===== src/rtl/ck_riscv_pkg.sv =====
// Shared core constants for the writeback arbiter: register address/data widths and the x0 index.
package ck_riscv_pkg;

  localparam int unsigned REG_ADDR_W = 5;
  localparam int unsigned XLEN       = 32;
  localparam int unsigned AGE_CNT_W  = 4;

  typedef logic [REG_ADDR_W-1:0] reg_addr_t;
  typedef logic [XLEN-1:0]       xdata_t;
  typedef logic [AGE_CNT_W-1:0]  age_cnt_t;

  localparam reg_addr_t X0_IDX  = '0;
  localparam age_cnt_t  AGE_MAX = '1;

  function automatic logic is_x0(input reg_addr_t addr);
    return addr == X0_IDX;
  endfunction

endpackage


===== src/rtl/regfile_wb_arb_if.sv =====
// Bundle of the two writeback request channels, the pipeline hold, the register-file write port and debug state.
interface regfile_wb_arb_if;

  // Handshake: a request transfers on a rising edge where vld and rdy are both high.
  // The requester holds vld/addr/data stable until then; rdy is combinational and may
  // depend on vld, but vld must never depend on rdy.
  logic                    wb_stall;
  logic                    alu_wb_vld;
  logic                    alu_wb_rdy;
  ck_riscv_pkg::reg_addr_t alu_wb_addr;
  ck_riscv_pkg::xdata_t    alu_wb_data;
  logic                    lsu_wb_vld;
  logic                    lsu_wb_rdy;
  ck_riscv_pkg::reg_addr_t lsu_wb_addr;
  ck_riscv_pkg::xdata_t    lsu_wb_data;
  logic                    wr_reg_en;
  ck_riscv_pkg::reg_addr_t wr_reg_addr;
  ck_riscv_pkg::xdata_t    wr_wdata;
  ck_riscv_pkg::age_cnt_t  age_cnt;

  modport master (
    output wb_stall,
    output alu_wb_vld, alu_wb_addr, alu_wb_data,
    output lsu_wb_vld, lsu_wb_addr, lsu_wb_data,
    input  alu_wb_rdy, lsu_wb_rdy,
    input  wr_reg_en, wr_reg_addr, wr_wdata, age_cnt
  );

  modport slave (
    input  wb_stall,
    input  alu_wb_vld, alu_wb_addr, alu_wb_data,
    input  lsu_wb_vld, lsu_wb_addr, lsu_wb_data,
    output alu_wb_rdy, lsu_wb_rdy,
    output wr_reg_en, wr_reg_addr, wr_wdata, age_cnt
  );

endinterface


===== src/rtl/regfile_wb_arb.sv =====
// Two-source register-file writeback arbiter (LSU over ALU) with a registered write port.
// Optional ALU anti-starvation ageing is enabled by defining RF_WB_AGE_EN.
module regfile_wb_arb
  import ck_riscv_pkg::*;
#(
  parameter int unsigned AGE_LIMIT = 4
) (
  input  logic             clk,
  input  logic             rst_n,
  regfile_wb_arb_if.slave  wb
);

`ifdef RF_WB_AGE_EN
  localparam bit AgeEn = 1'b1;
`else
  localparam bit AgeEn = 1'b0;
`endif
  localparam age_cnt_t AgeLimitC = age_cnt_t'(AGE_LIMIT);

  logic      live_q, live_d;
  age_cnt_t  age_cnt_q, age_cnt_d;
  logic      wr_en_q, wr_en_d;
  reg_addr_t wr_addr_q, wr_addr_d;
  xdata_t    wr_data_q, wr_data_d;

  logic      alu_force;
  logic      alu_rdy;
  logic      lsu_rdy;
  logic      acc;
  reg_addr_t acc_addr;
  xdata_t    acc_data;

  // live_q is cleared asynchronously and rises on the first edge after release,
  // so both rdy stay low for the whole reset without routing rst_n into data logic.
  always_comb begin
    live_d    = 1'b1;
    alu_force = AgeEn && (age_cnt_q >= AgeLimitC);
    alu_rdy   = live_q && !wb.wb_stall && wb.alu_wb_vld && (!wb.lsu_wb_vld || alu_force);
    lsu_rdy   = live_q && !wb.wb_stall && wb.lsu_wb_vld && !(wb.alu_wb_vld && alu_force);
    acc       = alu_rdy || lsu_rdy;
    acc_addr  = lsu_rdy ? wb.lsu_wb_addr : wb.alu_wb_addr;
    acc_data  = lsu_rdy ? wb.lsu_wb_data : wb.alu_wb_data;

    age_cnt_d = age_cnt_q;
`ifdef RF_WB_AGE_EN
    if (!wb.alu_wb_vld || alu_rdy) begin
      age_cnt_d = '0;
    end else if (!wb.wb_stall && (age_cnt_q != AGE_MAX)) begin
      age_cnt_d = age_cnt_q + age_cnt_t'(1);
    end
`else
    age_cnt_d = '0;
`endif

    // x0 requests complete the handshake but never reach the write port.
    wr_en_d   = 1'b0;
    wr_addr_d = wr_addr_q;
    wr_data_d = wr_data_q;
    if (acc && !is_x0(acc_addr)) begin
      wr_en_d   = 1'b1;
      wr_addr_d = acc_addr;
      wr_data_d = acc_data;
    end
  end

  always_ff @(posedge clk or negedge rst_n) begin
    if (!rst_n) begin
      live_q    <= 1'b0;
      age_cnt_q <= '0;
      wr_en_q   <= 1'b0;
      wr_addr_q <= '0;
      wr_data_q <= '0;
    end else begin
      live_q    <= live_d;
      age_cnt_q <= age_cnt_d;
      wr_en_q   <= wr_en_d;
      wr_addr_q <= wr_addr_d;
      wr_data_q <= wr_data_d;
    end
  end

  assign wb.alu_wb_rdy  = alu_rdy;
  assign wb.lsu_wb_rdy  = lsu_rdy;
  assign wb.wr_reg_en   = wr_en_q;
  assign wb.wr_reg_addr = wr_addr_q;
  assign wb.wr_wdata    = wr_data_q;
  assign wb.age_cnt     = age_cnt_q;

endmodule


===== src/flat_wrapper.sv =====
// flat-port wrapper written by rule: the top's interface ports become plain ports
module regfile_wb_arb_flat import ck_riscv_pkg::*;
#(
  parameter int unsigned AGE_LIMIT = 4
)
  (clk, rst_n, wb_wb_stall, wb_alu_wb_vld, wb_alu_wb_addr, wb_alu_wb_data, wb_lsu_wb_vld, wb_lsu_wb_addr, wb_lsu_wb_data, wb_alu_wb_rdy, wb_lsu_wb_rdy, wb_wr_reg_en, wb_wr_reg_addr, wb_wr_wdata, wb_age_cnt);
  regfile_wb_arb_if wb_i ();
  input  logic clk;
  input  logic rst_n;
  input wire logic [$bits(wb_i.wb_stall)-1:0] wb_wb_stall;
  input wire logic [$bits(wb_i.alu_wb_vld)-1:0] wb_alu_wb_vld;
  input wire logic [$bits(wb_i.alu_wb_addr)-1:0] wb_alu_wb_addr;
  input wire logic [$bits(wb_i.alu_wb_data)-1:0] wb_alu_wb_data;
  input wire logic [$bits(wb_i.lsu_wb_vld)-1:0] wb_lsu_wb_vld;
  input wire logic [$bits(wb_i.lsu_wb_addr)-1:0] wb_lsu_wb_addr;
  input wire logic [$bits(wb_i.lsu_wb_data)-1:0] wb_lsu_wb_data;
  output wire logic [$bits(wb_i.alu_wb_rdy)-1:0] wb_alu_wb_rdy;
  output wire logic [$bits(wb_i.lsu_wb_rdy)-1:0] wb_lsu_wb_rdy;
  output wire logic [$bits(wb_i.wr_reg_en)-1:0] wb_wr_reg_en;
  output wire logic [$bits(wb_i.wr_reg_addr)-1:0] wb_wr_reg_addr;
  output wire logic [$bits(wb_i.wr_wdata)-1:0] wb_wr_wdata;
  output wire logic [$bits(wb_i.age_cnt)-1:0] wb_age_cnt;
  assign wb_i.wb_stall = wb_wb_stall;
  assign wb_i.alu_wb_vld = wb_alu_wb_vld;
  assign wb_i.alu_wb_addr = wb_alu_wb_addr;
  assign wb_i.alu_wb_data = wb_alu_wb_data;
  assign wb_i.lsu_wb_vld = wb_lsu_wb_vld;
  assign wb_i.lsu_wb_addr = wb_lsu_wb_addr;
  assign wb_i.lsu_wb_data = wb_lsu_wb_data;
  assign wb_alu_wb_rdy = wb_i.alu_wb_rdy;
  assign wb_lsu_wb_rdy = wb_i.lsu_wb_rdy;
  assign wb_wr_reg_en = wb_i.wr_reg_en;
  assign wb_wr_reg_addr = wb_i.wr_reg_addr;
  assign wb_wr_wdata = wb_i.wr_wdata;
  assign wb_age_cnt = wb_i.age_cnt;
  regfile_wb_arb #(.AGE_LIMIT(AGE_LIMIT)) u_core (.clk(clk), .rst_n(rst_n), .wb(wb_i));
endmodule

===== config.mk =====
export PLATFORM = sky130hd
export DESIGN_NAME = regfile_wb_arb_flat
export DESIGN_NICKNAME = d
export VERILOG_FILES = /design/src/rtl/ck_riscv_pkg.sv /design/src/rtl/regfile_wb_arb_if.sv /design/src/rtl/regfile_wb_arb.sv /design/src/flat_wrapper.sv
export SDC_FILE = /design/constraint.sdc
export NUM_CORES = 1
export LEC_CHECK = 0
export BUFFER_PORTS_ARGS = -buffer_cell sky130_fd_sc_hd__buf_2
export CAP_MARGIN = 10
export CELL_PAD_IN_SITES_DETAIL_PLACEMENT = 1
export CELL_PAD_IN_SITES_GLOBAL_PLACEMENT = 2
export CORE_ASPECT_RATIO = 0.9
export CORE_UTILIZATION = 22
export DETAILED_ROUTE_END_ITERATION = 16
export HOLD_SLACK_MARGIN = 0.02
export PLACE_DENSITY = 0.8
export SKIP_CTS_REPAIR_TIMING = 1
export SLEW_MARGIN = 20
export SYNTH_ARGS = -nofsm -noshare
export SYNTH_HDL_FRONTEND = slang
export SYNTH_SLANG_ARGS = --single-unit

===== constraint.sdc =====
create_clock -name clk -period 1.87 [get_ports clk]
set_clock_uncertainty 0.15 [all_clocks]
set_input_delay 0.2805 -clock clk [delete_from_list [all_inputs] [get_ports clk]]
set_output_delay 0.2805 -clock clk [all_outputs]
set_load 0.03 [all_outputs]

* Yosys cells after proc, flatten, opt, wreduce, memory -nomap -nowiden
Index checks and enable logic that the tools add are counted.
** Storage, ports and cells
- Logic and storage cells :: 17
- Bits of input ports :: 79
- Register bits :: 39
- Output and inout port bits :: 44
** Operators by class
- Muxes and demuxes :: 3
- Reduce and logical (&&, ||, !) cells :: 10
** Operators with widths (count)
- $mux W32 :: 1
- $logic_and A1 B1 Y1 :: 5
- $logic_not A5 Y1 :: 1
- $mux W5 :: 1
- $logic_not A1 Y1 :: 3
- $logic_or A1 B1 Y1 :: 1
- $mux W1 :: 1

* Logic depth before layout (Yosys ltp)
Gate-level depths: netlist (run 1).
- Depth after elaboration :: 8
- Mapped depth :: 7
- Gate-level depth less buffers :: 5

* Worst setup path after synthesis (run 1)
No wires, ideal clock.
- Path type :: register -> output
- From :: register u_core.live_q
- To :: output wb_alu_wb_rdy
- Path buffers :: 2
- Data arrival time :: 1.413 ns
- Path slack :: 0.026 ns
- Data required time :: 1.439 ns
- Cell stages (with the launch flop) :: 6
- Cells stage by stage :: dfrtp_1 -> nand3b_1 -> inv_2 -> buf_2 -> buf_2 -> nor2_1
** On the way
- Longest elaborated chain between the ends :: 3
** Ends and longest elaborated chain
- from (decl) :: line regfile_wb_arb.sv:20 : logic live_q, live_d;
- from (signal assigned) :: line regfile_wb_arb.sv:74 : live_q <= live_d;
- $logic_and A1 B1 Y1 (3 in a row) :: line regfile_wb_arb.sv:38 : alu_rdy = live_q && !wb.wb_stall && wb.alu_wb_vld && (!wb.lsu_wb_vld || alu_force);
- to (decl) :: line flat_wrapper.sv:17 : output wire logic [$bits(wb_i.alu_wb_rdy)-1:0] wb_alu_wb_rdy;
No other way between the ends.

* Worst setup path after layout (run 1)
- From :: register u_core.live_q
- To :: register u_core.wr_data_q[28], in the netlist u_core.wb.wr_wdata[28]
** On the way
- Longest elaborated chain between the ends :: 6
- Elaborated cells between the ends (all ways) :: 10
- Classes of those cells :: mux: 2; reduce/logical: 8
** Ends and longest elaborated chain
- $logic_and A1 B1 Y1 (*) :: line regfile_wb_arb.sv:38, regfile_wb_arb.sv:39
- $logic_and A1 B1 Y1 :: line regfile_wb_arb.sv:39 : lsu_rdy = live_q && !wb.wb_stall && wb.lsu_wb_vld && !(wb.alu_wb_vld && alu_force);
- $mux W5 :: line regfile_wb_arb.sv:41 : acc_addr = lsu_rdy ? wb.lsu_wb_addr : wb.alu_wb_addr;
- $logic_not A5 Y1 :: line ck_riscv_pkg.sv:16 : return addr == X0_IDX;
- $logic_not A1 Y1 :: line regfile_wb_arb.sv:59 : if (acc && !is_x0(acc_addr)) begin
- $logic_and A1 B1 Y1 :: line regfile_wb_arb.sv:59
- to (signal assigned) :: line regfile_wb_arb.sv:78 : wr_data_q <= wr_data_d;
- to (decl) :: line regfile_wb_arb.sv:24 : xdata_t wr_data_q, wr_data_d;
Every way passes the cells marked *; elsewhere a longest branch is shown, timed or not.
A chain may end at the register's enable or synchronous reset.

==> flow_metrics.py, run 1 <==
metrics = {
    "clock_network": {
        "cts.sinks": 39,
        "cts_buffer_depth": 2,
        "insertion_delay_ns": 0.28,
        "cts_buffers": 5,
        "h-tree-depth": 2,
        "cts_tree": "built",
        "clockRootBuffer": "clkbuf_8",
        "clkTransAtPathRegs_ns": 0.07,
    },
    "critical_path": {
        "worstPathMaxFanout": 7,
        "arrival_ns": 1.90,
        "cp-end-kind": "flip-flop",
        "crit_type": "reg2reg",
        "cp.required_ns": 1.89,
        "start_kind": "flip-flop",
    },
    "global_route": {
        "grt_pass1_wl_mm": 9.91,
        "antenna_found_initial": 0,
        "overflow": 0,
        "grt_max_degree": 38,
        "grtUsageTotal_pct": 12.3,
        "grt_pass1_vias": 2079,
    },
    "logic_synthesis": {
        "synthMuxAreaShare_pct": 25.3,
        "netlist_instances": 219,
        "synth_compound_area_share_pct": 2.65,
        "synth_xor_area_share_pct": 0,
        "synth.distinct_cells": 27,
        "synth_fa_ha_area_share_pct": 0,
        "avgSynthCellArea_um2": 9.93,
        "synth-warning-count": 0,
        "synth_top_family_by_area": "multiplexers",
        "yosysSeqAreaShare_pct": 44.9,
        "synth.ff_latch_count": 39,
        "yosys.area_share.simple_pct": 21.7,
        "syn-cell-area_um2": 2170,
    },
    "floorplan": {
        "io_pins": 123,
        "fp.dieArea_um2": 10300,
        "rows": 34,
        "start_util_pct": 22.5,
        "die_y_um": 96.3,
        "core_um2": 9660,
        "fp.dieW_um": 107,
    },
    "cells_and_area": {
        "diodes": 0,
        "final_common_cell": "buf_2",
        "multi_input_area_um2": 1120,
        "post-route-util_pct": 33.5,
        "final_nets": 432,
        "area_growth_pct": 48.6,
        "drive_above_1_share_pct": 52.0,
        "regArea_um2": 976,
        "fillers": 1166,
        "layout_common_cells": "buf_2, nand2_1, dfrtp_1",
    },
    "route": {
        "vias": 1982,
        "drtAntennaViolNets": 0,
        "vias_per_cell": 4.13,
        "post-route-drc-count": 0,
        "wire_per_inst_um": 13.4,
        "wl_mm": 6.44,
        "drtPass1Iterations": 4,
        "dr.first_iter.drc_count": 63,
    },
    "timing": {
        "fin_crit_ns": 1.89,
        "timing.fmax_mhz": 530,
        "hold_violations": 0,
        "setup_viol": 11,
        "rsz0062_at_grt": "true",
        "period_share_pct": 101,
        "finalMaxSlewViolations": 0,
        "setup_ws_ns": -0.0150,
    },
    "hold_path": {
        "hold_class": "in2reg",
    },
    "power_and_ir_drop": {
        "leakage_uw": 0.00176,
        "powerDensity_nw_per_um2": 902,
        "ir_drop_uv": 416,
    },
    "flow_run": {
        "cap_violations": 0,
    },
    "placed_design": {
        "dp_slack_ns": -0.115,
        "portBuffers": 118,
        "gp_congestion": 0.761,
        "dp_hpwl_mm": 4.81,
    },
    "run_status": {
        "status": "finished with violations",
        "violations": "setup timing",
    },
}
-- cells in the mapped netlist --
cell type  instances  area (um2)
buf_1              3        11.3
nor2_1             2        7.51
inv_2              1        3.75
clkbuf_1           3        11.3
mux2i_1            5        50.1
nor2b_1            1        6.26
buf_6              3        33.8
conb_1             2        7.51
nand3b_1           1        7.51
a21oi_1            1        5.00
or4_4              1        11.3
or3_1              1        6.26
mux2_1             7        78.8
buf_4              4        30.0
buf_2              2        10.0
mux2_4            28         420
nor4_1             3        18.8
o21ai_1            3        15.0
dfrtp_1           39         976
nor4_2             1        12.5
o21ai_2            1        8.76
nor3_1             2        10.0
o31ai_1            3        22.5
nor3_4             2        32.5
o22ai_1            1        6.26
inv_1              3        11.3
nand2_1           96         360
-- cell families after synthesis --
group | after synthesis
AND/OR/NAND/NOR | 110
multiplexers | 40
flip-flops | 39
buffers and inverters | 19
AO/OA/AOI/OAI | 9
other | 2
-- path summary, 6_finish.rpt --
check,from,end,slack [ns],depth (start not counted)
setup / recovery,u_core.live_q$_DFF_PN0_,u_core.wb.wr_wdata[28]$_DFFE_PN0P_,-0.02,7
hold / removal,wb_lsu_wb_data[5],u_core.wb.wr_wdata[5]$_DFFE_PN0P_,0.16,4
setup reg to reg,u_core.live_q$_DFF_PN0_,u_core.wb.wr_wdata[28]$_DFFE_PN0P_,-0.02,7
hold reg to reg,u_core.wb.wr_wdata[6]$_DFFE_PN0P_,u_core.wb.wr_wdata[6]$_DFFE_PN0P_,0.36,1
max in group asynchronous,rst_n,u_core.wb.wr_wdata[7]$_DFFE_PN0P_,0.73,3
min in group asynchronous,rst_n,u_core.wb.wr_reg_addr[1]$_DFFE_PN0P_,0.36,2
-- stage by stage --
stage	power (uW)	hold slack, ns	setup TNS (ns)	std cells	cell area (um2)
floorplan	1810	-0.165	0	222	2190
global placement	2160	0.120	-2.12	466	2990
detailed placement	2190	0.129	-2.66	466	2990
CTS	2930	-0.191	-0.476	474	3110
global route	3080	0.166	-2.63	480	3230
finish	2910	0.164	-0.0669	480	3230
-- worst max-delay path, cell delays in order, from the launching register on --
cell	delay, ns
dfrtp_1	0.36
nand3b_1	0.19
inv_2	0.18
nor3_4	0.06
nor3_4	0.23
buf_6	0.15
clkbuf_16	0.15
mux2_4	0.30
-- registers in the layout, indices dropped and copies added, names as in the netlist --
signal	flops
u_core.wb.wr_reg_en	1
u_core.wb.wr_reg_addr	5
u_core.live_q	1
u_core.wb.wr_wdata	32
-- cell type report --
class                   count  share of cell area (%)
clock buffers               6                    2.56
clock inverters             2                    1.08
inverters                   4                   0.465
multi-input cells         164                    34.6
flip-flops and latches     39                    30.2
well taps                 126                    4.88
repair buffers            139                    26.2
-- power breakdown --
group          total [uW]  internal (uW)  switching (uW)
sequential           1110           1010             102
clock                 714            432             282
combinational        1090            460             627
total                2910           1900            1010
-- metal layers --
metal  track usage (%)  part of all wire, %  vias to the layer above
met4              2.05                 0.16                        0
li1                  -                    -                      974
met1              15.2                   46                      932
met2              21.9                   48                       74
met5                 0                    0                        -
met3              3.05                  5.5                        2
Note: power is estimated with default switching activity, not from simulation.
==> run 2: changes to the inputs <==
CORE_MARGIN = 4   (was not set)
==> run 2 against run 1 <==
Effect of this change: the run now ends clean; hold slack lost 0.0051 ns; clock power shrank 24%; non-clock buffer count grew 4; worst setup slack gained 0.064 ns; combinational power is essentially flat; largest power group unchanged; highest routed layer unchanged.
==> flow_metrics.py, run 2 (synthesized netlist as in run 1, its figures left out) <==
metrics = {
    "cells_and_area": {
        "final_cells": 484,
        "drive_above_1_share_pct": 51.4,
        "area_growth_pct": 48.7,
        "largest_reg_flops": 32,
        "diodes": 0,
        "final_common_cell": "buf_2",
        "layout_common_cells": "buf_2, nand2_1, dfrtp_1",
        "final_nets": 436,
    },
    "floorplan": {
        "start_util_pct": 22.5,
        "die_y_um": 102,
        "fp.dieArea_um2": 11500,
        "io_pins": 123,
        "fp.dieW_um": 113,
        "core_um2": 9660,
        "rows": 34,
    },
    "clock_network": {
        "insertion_delay_ns": 0.28,
        "cts_buffers": 5,
        "cts_tree": "built",
        "cts.sinks": 39,
        "clockRootBuffer": "clkbuf_8",
        "cts_buffer_depth": 2,
        "h-tree-depth": 2,
        "clkTransAtPathRegs_ns": 0.07,
    },
    "placed_design": {
        "dp_hpwl_mm": 5.14,
        "gp_congestion": 0.783,
        "portBuffers": 118,
        "placed_cells": 468,
    },
    "route": {
        "drtAntennaViolNets": 0,
        "post-route-drc-count": 0,
        "wire_per_inst_um": 14.3,
        "vias_per_cell": 4.10,
        "drtPass1Iterations": 4,
        "dr.first_iter.drc_count": 38,
        "wl_mm": 6.91,
        "vias": 1983,
    },
    "global_route": {
        "grt_max_degree": 38,
        "grt_pass1_vias": 2103,
        "grt_pass1_wl_mm": 10.3,
        "antenna_found_initial": 0,
        "overflow": 0,
        "grtUsageTotal_pct": 11.3,
    },
    "critical_path": {
        "critical_path.top_delay_family": "simple AND/OR/NAND/NOR gates",
        "worstPathMaxFanout": 8,
        "cpPeakStageDelay_ns": 0.55,
        "worst_path_most_repeated_cell": "nor3_4",
        "slowest_stage": "or4_4",
        "path_cells": "buf_2 -> or4_4 -> nor3_4 -> nor3_4 -> buf_6 -> clkbuf_16 -> mux2_4",
        "cp.required_ns": 1.89,
        "r2r_cells": 7,
        "cp.depth": 7,
        "arrival_ns": 1.85,
        "cp-end-kind": "flip-flop",
        "crit_buf_inv": 3,
        "start_kind": "primary input",
        "crit_type": "in2reg",
    },
    "flow_run": {
        "cap_violations": 0,
    },
    "power_and_ir_drop": {
        "powerDensity_nw_per_um2": 849,
        "finalPower_uw": 2740,
        "ir_drop_uv": 291,
        "leakage_uw": 0.00177,
    },
    "timing": {
        "fin_crit_ns": 1.82,
        "finalMaxSlewViolations": 0,
        "timing.fmax_mhz": 549,
        "hold_violations": 0,
        "hold_ws_ns": 0.159,
        "rsz0062_at_grt": "true",
        "timing.slew.headroom_pct": 66.6,
        "finalSetupTns_ns": 0,
        "setup_viol": 0,
        "tightest_slew_ns": 0.500,
        "period_share_pct": 97.4,
    },
    "hold_path": {
        "hold_class": "in2reg",
        "min_path_cells": 3,
    },
    "run_status": {
        "status": "complete, no violations",
    },
}
run 2: cell types whose count changed in the layout (fill, tap and decap cells not counted), sizes merged:
cell      previous run  this run
bufinv               1         0
clkinvlp             0         1
buf                135       139
run 2: tightest hold or removal path, stage by stage:
cell and delay [ns]:
buf_2 0.10, mux2i_1 0.07, o21ai_1 0.10
run 2: per-layer routing:
layer / vias up / GRT usage, % / part of all wire [%]
met5: - / 0 / 0
met4: 0 / 4.53 / 1.5
met3: 8 / 2.25 / 6.0
met2: 71 / 19.2 / 48
met1: 920 / 14.2 / 44
li1: 984 / - / -
run 2: layout make-up:
cell class	instances	area [um2]
repair buffers	143	890
fillers	1165	6420
inverters	4	15.0
clock inverters	2	12.5
clock buffers	6	72.6
well taps	126	158
multi-input cells	164	1110
flip-flops and latches	39	976
run 2: worst paths after layout:
| check | slack, ns | start | to |
|---|---|---|---|
| min | 0.16 | wb_alu_wb_addr[2] | u_core.wb.wr_reg_addr[2]$_DFFE_PN0P_ |
| min reg2reg | 0.36 | u_core.wb.wr_wdata[26]$_DFFE_PN0P_ | u_core.wb.wr_wdata[26]$_DFFE_PN0P_ |
| max in group asynchronous | 0.74 | rst_n | u_core.wb.wr_wdata[15]$_DFFE_PN0P_ |
| min in group asynchronous | 0.34 | rst_n | u_core.live_q$_DFF_PN0_ |
| max reg2reg | 0.07 | u_core.live_q$_DFF_PN0_ | u_core.wb.wr_wdata[12]$_DFFE_PN0P_ |
| max | 0.05 | wb_alu_wb_addr[0] | u_core.wb.wr_wdata[12]$_DFFE_PN0P_ |
run 2: power by group:
| group | internal (uW) | total, uW | leakage, uW | switching [uW] |
|---|---|---|---|---|
| Sequential | 1010 | 1110 | 0.000465 | 98.5 |
| Clock | 261 | 544 | 0.0000412 | 283 |
| Combinational | 456 | 1090 | 0.00126 | 633 |
run 2: stage by stage:
stage / worst slack, ns / util, % / instance area [um2]
2_1_floorplan: 0.0261 / - / 2190
3_3_place_gp: -0.0932 / 31.1 / 3000
3_5_place_dp: -0.108 / 31.1 / 3000
4_1_cts: -0.129 / 32.0 / 3090
5_1_grt: -0.0288 / 33.5 / 3230
6_report: 0.0486 / 33.5 / 3230
